$ cat config.mk
export PLATFORM = sky130hd
export DESIGN_NAME = div_result_align
export DESIGN_NICKNAME = d
export VERILOG_FILES = /design/src/rtl/div_result_align.sv
export SDC_FILE = /design/constraint.sdc
export NUM_CORES = 1
export LEC_CHECK = 0
export CORE_MARGIN = 3
export CORE_UTILIZATION = 43
export DETAILED_ROUTE_END_ITERATION = 12
export PLACE_DENSITY_LB_ADDON = 0.25
export SYNTH_ARGS = -nofsm -noshare
export SYNTH_HDL_FRONTEND = slang
export SYNTH_SLANG_ARGS = --single-unit
$ cat constraint.sdc
create_clock -name i_Sys_clk -period 6.5 [get_ports i_Sys_clk]
set_input_delay 1.3 -clock i_Sys_clk [delete_from_list [all_inputs] [get_ports i_Sys_clk]]
set_output_delay 1.3 -clock i_Sys_clk [all_outputs]
set_load 0.02 [all_outputs]
$ cat src/rtl/div_result_align.sv
// div_result_align: realigns divider quotients with the sideband tag and
// divide-by-zero flag captured when the operands entered the divider.
// A small register FIFO carries {tag, dz} across the divider latency.
// Each popped result is clamped to OUT_W and re-emitted with its tag.

`timescale 1ns/1ps

module div_result_align #(
  parameter int unsigned WIDTH_N = 16,
  parameter int unsigned WIDTH_D = 16,
  parameter int unsigned SIDE_W  = 16,
  parameter int unsigned OUT_W   = 8,
  parameter int unsigned DEPTH   = 16,
  parameter bit          SIGNED  = 1'b1
) (
  input  logic                     i_Sys_clk,
  input  logic                     i_Rst,
  input  logic                     i_din_en,
  input  logic [WIDTH_D-1:0]       i_denom,
  input  logic [SIDE_W-1:0]        i_side,
  input  logic                     i_quotient_en,
  input  logic [WIDTH_N-1:0]       i_quotient,
  input  logic                     i_clr_err,
  output logic                     o_dout_en,
  output logic [OUT_W-1:0]         o_dout,
  output logic [SIDE_W-1:0]        o_side,
  output logic                     o_dz,
  output logic                     o_sat,
  output logic                     o_full,
  output logic [$clog2(DEPTH):0]   o_cnt,
  output logic                     o_ovf,
  output logic                     o_udf
);

  localparam int unsigned AW = $clog2(DEPTH);
  localparam int unsigned CW = AW + 1;
  localparam int unsigned EW = SIDE_W + 1;

  // Clamp bounds; POS_MAX is also the divide-by-zero result.
  localparam logic [OUT_W-1:0] ALL_ONES = '1;
  localparam logic [OUT_W-1:0] POS_MAX  = SIGNED ? (ALL_ONES >> 1) : ALL_ONES;
  localparam logic [OUT_W-1:0] NEG_MIN  = ~(ALL_ONES >> 1);

  // Tag storage: entry = {side, dz}
  logic [EW-1:0]     mem_q [DEPTH];

  logic [AW-1:0]     wr_ptr_q, wr_ptr_d;
  logic [AW-1:0]     rd_ptr_q, rd_ptr_d;
  logic [CW-1:0]     cnt_q, cnt_d;
  logic              full_q, full_d;
  logic              ovf_q, ovf_d;
  logic              udf_q, udf_d;
  logic              dout_en_q, dout_en_d;
  logic [OUT_W-1:0]  dout_q, dout_d;
  logic [SIDE_W-1:0] side_q, side_d;
  logic              dz_q, dz_d;
  logic              sat_q, sat_d;

  logic              push_ok_c;
  logic              pop_ok_c;
  logic              ovf_set_c;
  logic              udf_set_c;
  logic [EW-1:0]     rd_entry_c;
  logic [OUT_W-1:0]  clamp_val_c;
  logic              clamp_sat_c;
  logic signed [WIDTH_N-1:0] q_hi_s_c;
  logic [WIDTH_N-1:0]        q_hi_u_c;

  // Saturate the raw quotient into the OUT_W output range.
  always_comb begin
    q_hi_s_c    = $signed(i_quotient) >>> (OUT_W - 1);
    q_hi_u_c    = i_quotient >> OUT_W;
    clamp_val_c = i_quotient[OUT_W-1:0];
    clamp_sat_c = 1'b0;
    if (SIGNED) begin
      // In range only when every bit above the output sign bit matches it.
      if (!((q_hi_s_c == '0) || (q_hi_s_c == '1))) begin
        clamp_sat_c = 1'b1;
        clamp_val_c = i_quotient[WIDTH_N-1] ? NEG_MIN : POS_MAX;
      end
    end else begin
      if (q_hi_u_c != '0) begin
        clamp_sat_c = 1'b1;
        clamp_val_c = ALL_ONES;
      end
    end
  end

  // Next-state: FIFO bookkeeping, error flags and the output stage.
  always_comb begin
    wr_ptr_d  = wr_ptr_q;
    rd_ptr_d  = rd_ptr_q;
    cnt_d     = cnt_q;
    ovf_d     = ovf_q;
    udf_d     = udf_q;
    dout_en_d = 1'b0;
    dout_d    = dout_q;
    side_d    = side_q;
    dz_d      = dz_q;
    sat_d     = sat_q;

    rd_entry_c = mem_q[rd_ptr_q];

    // A pop frees a slot in the same cycle, so a push into a full FIFO is
    // legal when paired with a pop. No bypass at empty: the divider has
    // at least one cycle of latency.
    pop_ok_c  = i_quotient_en && (cnt_q != '0);
    push_ok_c = i_din_en && (!full_q || pop_ok_c);
    ovf_set_c = i_din_en && !push_ok_c;
    udf_set_c = i_quotient_en && !pop_ok_c;

    if (push_ok_c) wr_ptr_d = wr_ptr_q + AW'(1);
    if (pop_ok_c)  rd_ptr_d = rd_ptr_q + AW'(1);

    case ({push_ok_c, pop_ok_c})
      2'b10:   cnt_d = cnt_q + CW'(1);
      2'b01:   cnt_d = cnt_q - CW'(1);
      default: cnt_d = cnt_q;
    endcase
    full_d = (cnt_d == CW'(DEPTH));

    // A new error wins over a coincident clear.
    ovf_d = ovf_set_c || (ovf_q && !i_clr_err);
    udf_d = udf_set_c || (udf_q && !i_clr_err);

    if (pop_ok_c) begin
      dout_en_d = 1'b1;
      side_d    = rd_entry_c[EW-1:1];
      dz_d      = rd_entry_c[0];
      if (rd_entry_c[0]) begin
        dout_d = POS_MAX;
        sat_d  = 1'b0;
      end else begin
        dout_d = clamp_val_c;
        sat_d  = clamp_sat_c;
      end
    end
  end

  // State and output registers.
  always_ff @(posedge i_Sys_clk or posedge i_Rst) begin
    if (i_Rst) begin
      wr_ptr_q  <= '0;
      rd_ptr_q  <= '0;
      cnt_q     <= '0;
      full_q    <= 1'b0;
      ovf_q     <= 1'b0;
      udf_q     <= 1'b0;
      dout_en_q <= 1'b0;
      dout_q    <= '0;
      side_q    <= '0;
      dz_q      <= 1'b0;
      sat_q     <= 1'b0;
    end else begin
      wr_ptr_q  <= wr_ptr_d;
      rd_ptr_q  <= rd_ptr_d;
      cnt_q     <= cnt_d;
      full_q    <= full_d;
      ovf_q     <= ovf_d;
      udf_q     <= udf_d;
      dout_en_q <= dout_en_d;
      dout_q    <= dout_d;
      side_q    <= side_d;
      dz_q      <= dz_d;
      sat_q     <= sat_d;
    end
  end

  // Tag storage write; contents need no reset since count gates reads.
  always_ff @(posedge i_Sys_clk) begin
    if (push_ok_c) mem_q[wr_ptr_q] <= {i_side, (i_denom == '0)};
  end

  assign o_dout_en = dout_en_q;
  assign o_dout    = dout_q;
  assign o_side    = side_q;
  assign o_dz      = dz_q;
  assign o_sat     = sat_q;
  assign o_full    = full_q;
  assign o_cnt     = cnt_q;
  assign o_ovf     = ovf_q;
  assign o_udf     = udf_q;

endmodule

==> flow_summary.json <==
{
  "outcome": "complete, no violations",
  "fin_ws_ns": 2.42,
  "grt_pass1_vias": 6325,
  "final_common_cell": "edfxtp_1",
  "path_cells": "or4_1 -> o21ai_4 -> inv_2 -> ha_1 -> fa_1 -> a21o_1 -> a21oi_1 -> mux2i_1 -> xnor2_1 -> nor4bb_1",
  "required_ns": 6.94,
  "drtPass1Iterations": 5,
  "grtUsageTotal_pct": 17.5,
  "fin_util_pct": 51.9,
  "die_h_um": 175,
  "antenna_found_initial": 0,
  "die_w_um": 175,
  "wl_um": 26600,
  "final_cell_mix": "edfxtp_1 (272), clkdlybuf4s50_1 (87), mux4_2 (68)",
  "cts-root-buf": "clkbuf_16",
  "min_period_ns": 4.08,
  "power.density_nw_per_um2": 438,
  "min-delay-start": "o_side[15]",
  "io_buffers": 87,
  "post-route-period-util_pct": 62.8,
  "num_io_pins": 88,
  "max_freq_mhz": 245,
  "cts_setup_buffers": 0,
  "diodes": 0,
  "core_um2": 28000,
  "drtIter0Drc": 501,
  "crit_type": "flop to flop",
  "grt_pass1_wl_um": 40100,
  "cp_num_cells": 10,
  "cts_num_sinks": 315,
  "fin_nets": 753,
  "vias_per_cell": 5.52,
  "cp-end-kind": "flop",
  "r2r_start": "o_cnt[0]",
  "die_area_um2": 30700,
  "async_flop_share_pct": 13.7,
  "slowest_delay_ns": 0.69,
  "cts.htree.levels": 1,
  "report.final.slew_viol_count": 0,
  "synth-edff-count": 272,
  "rsz0062_at_grt": "false",
  "clk_latency_ns": 0.55,
  "drc": 0,
  "cp_max_fo": 24,
  "worstReg2RegEnd": "o_full",
  "vias": 6021,
  "cts_tree": "done",
  "register_area_um2": 9250,
  "clock_skew_ns": 0.0163,
  "yosysWarningCount": 0,
  "fillers": 2194,
  "rr_worst_depth": 10,
  "syn-cell-area_um2": 12300,
  "final_area_um2": 14500,
  "finalHoldViolCount": 0,
  "cts_resized": 0,
  "multiInputGateArea_um2": 2880,
  "start_util_pct": 43.9,
  "crit_end": "o_full",
  "cts-buffers-inserted": 31,
  "synth-seq-cells": 315,
  "power_leakage_nw": 4.91,
  "cpMaxStageDelayCell": "o21ai_4",
  "area_growth_pct": 18.2,
  "relSlewSlack_pct": 29.6,
  "cp_data_arrival_time_ns": 4.52,
  "tns_ns": 0,
  "crit_family": "compound AO/OA/AOI/OAI gates",
  "hold_class": "flop to flop",
  "hold_buffers": 0,
  "reg2reg_slack_ns": 2.42,
  "holdWs_ns": 0.479,
  "grt_overflow": 0,
  "cts_buffer_depth": 3,
  "ant_nets": 0,
  "cp_num_buf_inv": 1,
  "yosysSeqAreaShare_pct": 75.1,
  "syn_nets": 660,
  "grt_max_degree": 54,
  "synth_area_per_cell_um2": 20.6,
  "critPathLaunch": "o_cnt[0]",
  "path_clk_slew_ns": 0.07,
  "setup_viol": 0,
  "placed_cell_area_um2": 13500,
  "rows": 61,
  "max_slew.worst_pin.slew_ns": 1.06,
  "drv_cap": 0,
  "ys.flop_type": "edfxtp_1",
  "wire_per_inst_um": 24.4,
  "ys_types": 44,
  "place_congestion": 0.778,
  "critPathLaunchType": "flop",
  "dp_slack_ns": 1.98,
  "netlist_instances": 597,
  "dp.final_hpwl_um": 16900,
  "vdd_drop_max_mv": 0.223,
  "drive_above_1_share_pct": 19.9
}
## stage by stage
stage               instances  power, W
CTS                      1091   0.00645
finish                   1091   0.00636
global route             1091   0.00665
global placement         1035   0.00465
floorplan                 597   0.00399
detailed placement       1035   0.00470
## layout make-up
cell class                 count  area share (%)
multi-input combinational    244            19.8
sequential                   315            63.6
clock buffer                  35            5.58
timing repair buffer          91            6.20
clock inverter                21            1.36
tap                          378            3.25
inverter                       7           0.181
## cell usage after synthesis (2+ instances only)
cell type,count,share of area [%]
clkbuf_1,15,0.46
mux2i_1,33,2.7
a22o_1,2,0.14
nand4_1,4,0.20
o21ai_1,4,0.16
inv_1,5,0.15
a21o_1,19,1.2
and3b_1,2,0.14
a21oi_1,2,0.081
and2_1,12,0.61
a21oi_2,7,0.50
mux4_2,68,12
nor4_1,6,0.31
edfxtp_1,272,66
buf_2,11,0.45
o21ai_0,2,0.081
dfrtp_1,43,8.7
and4_1,5,0.36
nor2_1,12,0.37
o22ai_1,16,0.81
ha_1,9,0.92
nand2_1,17,0.52
xnor2_1,9,0.64
inv_2,2,0.061
## per-layer routing
layer  up-vias  track usage (%)  share of wire [%]
met2       184             28.9                 49
met1      3171             24.0                 43
met4         0             4.99                2.5
met3        44             3.15                5.8
li1       2622                -                  -
met5         -                0                  0
## worst reg2reg max path, delay by kind of cell, from the launching register on
kind | cells | cell delay, ns
fa+ha+maj | 2 | 0.83
flops | 1 | 0.44
buf+inv | 1 | 0.30
simple gates | 2 | 0.94
compound gates | 3 | 1.07
mux | 1 | 0.24
xor+xnor | 1 | 0.16
## cells by family (layout without fill, tap and decap cells)
logic type / after synthesis / in the layout / synth area share [%]
buf+inv: 38 / 154 / 1.46
fa+ha+maj: 10 / 10 / 1.08
mux: 103 / 103 / 15.4
xor+xnor: 10 / 10 / 0.712
simple gates: 67 / 67 / 3.06
compound gates: 54 / 54 / 3.13
flops: 315 / 315 / 75.1
## state kept, by name, indices dropped and copies added, names as in the netlist, 4 cells and up
| name | flops |
|---|---|
| rd_ptr_q | 4 |
| o_dout | 8 |
| o_side | 16 |
| mem_q | 272 |
| wr_ptr_q | 4 |
| o_cnt | 5 |
## how the worst min path moves through the flow
stage / to / depth (start not counted) / slack (ns)
after floorplan: wr_ptr_q[3] / 1 / 0.52
after global placement: o_side[13] / 1 / 0.47
after detailed placement: o_side[15] / 1 / 0.47
after CTS: o_side[15] / 1 / 0.48
after global routing: o_side[13] / 1 / 0.50
final: o_side[15] / 1 / 0.48
## power by group
part | total, W | internal [W] | switching, W | leakage (nW)
clock | 0.00175 | 0.00101 | 0.000736 | 0.489
sequential | 0.00272 | 0.00251 | 0.000206 | 2.96
combinational | 0.00190 | 0.000905 | 0.000991 | 1.46
Note: power is estimated with default switching activity, not from simulation.
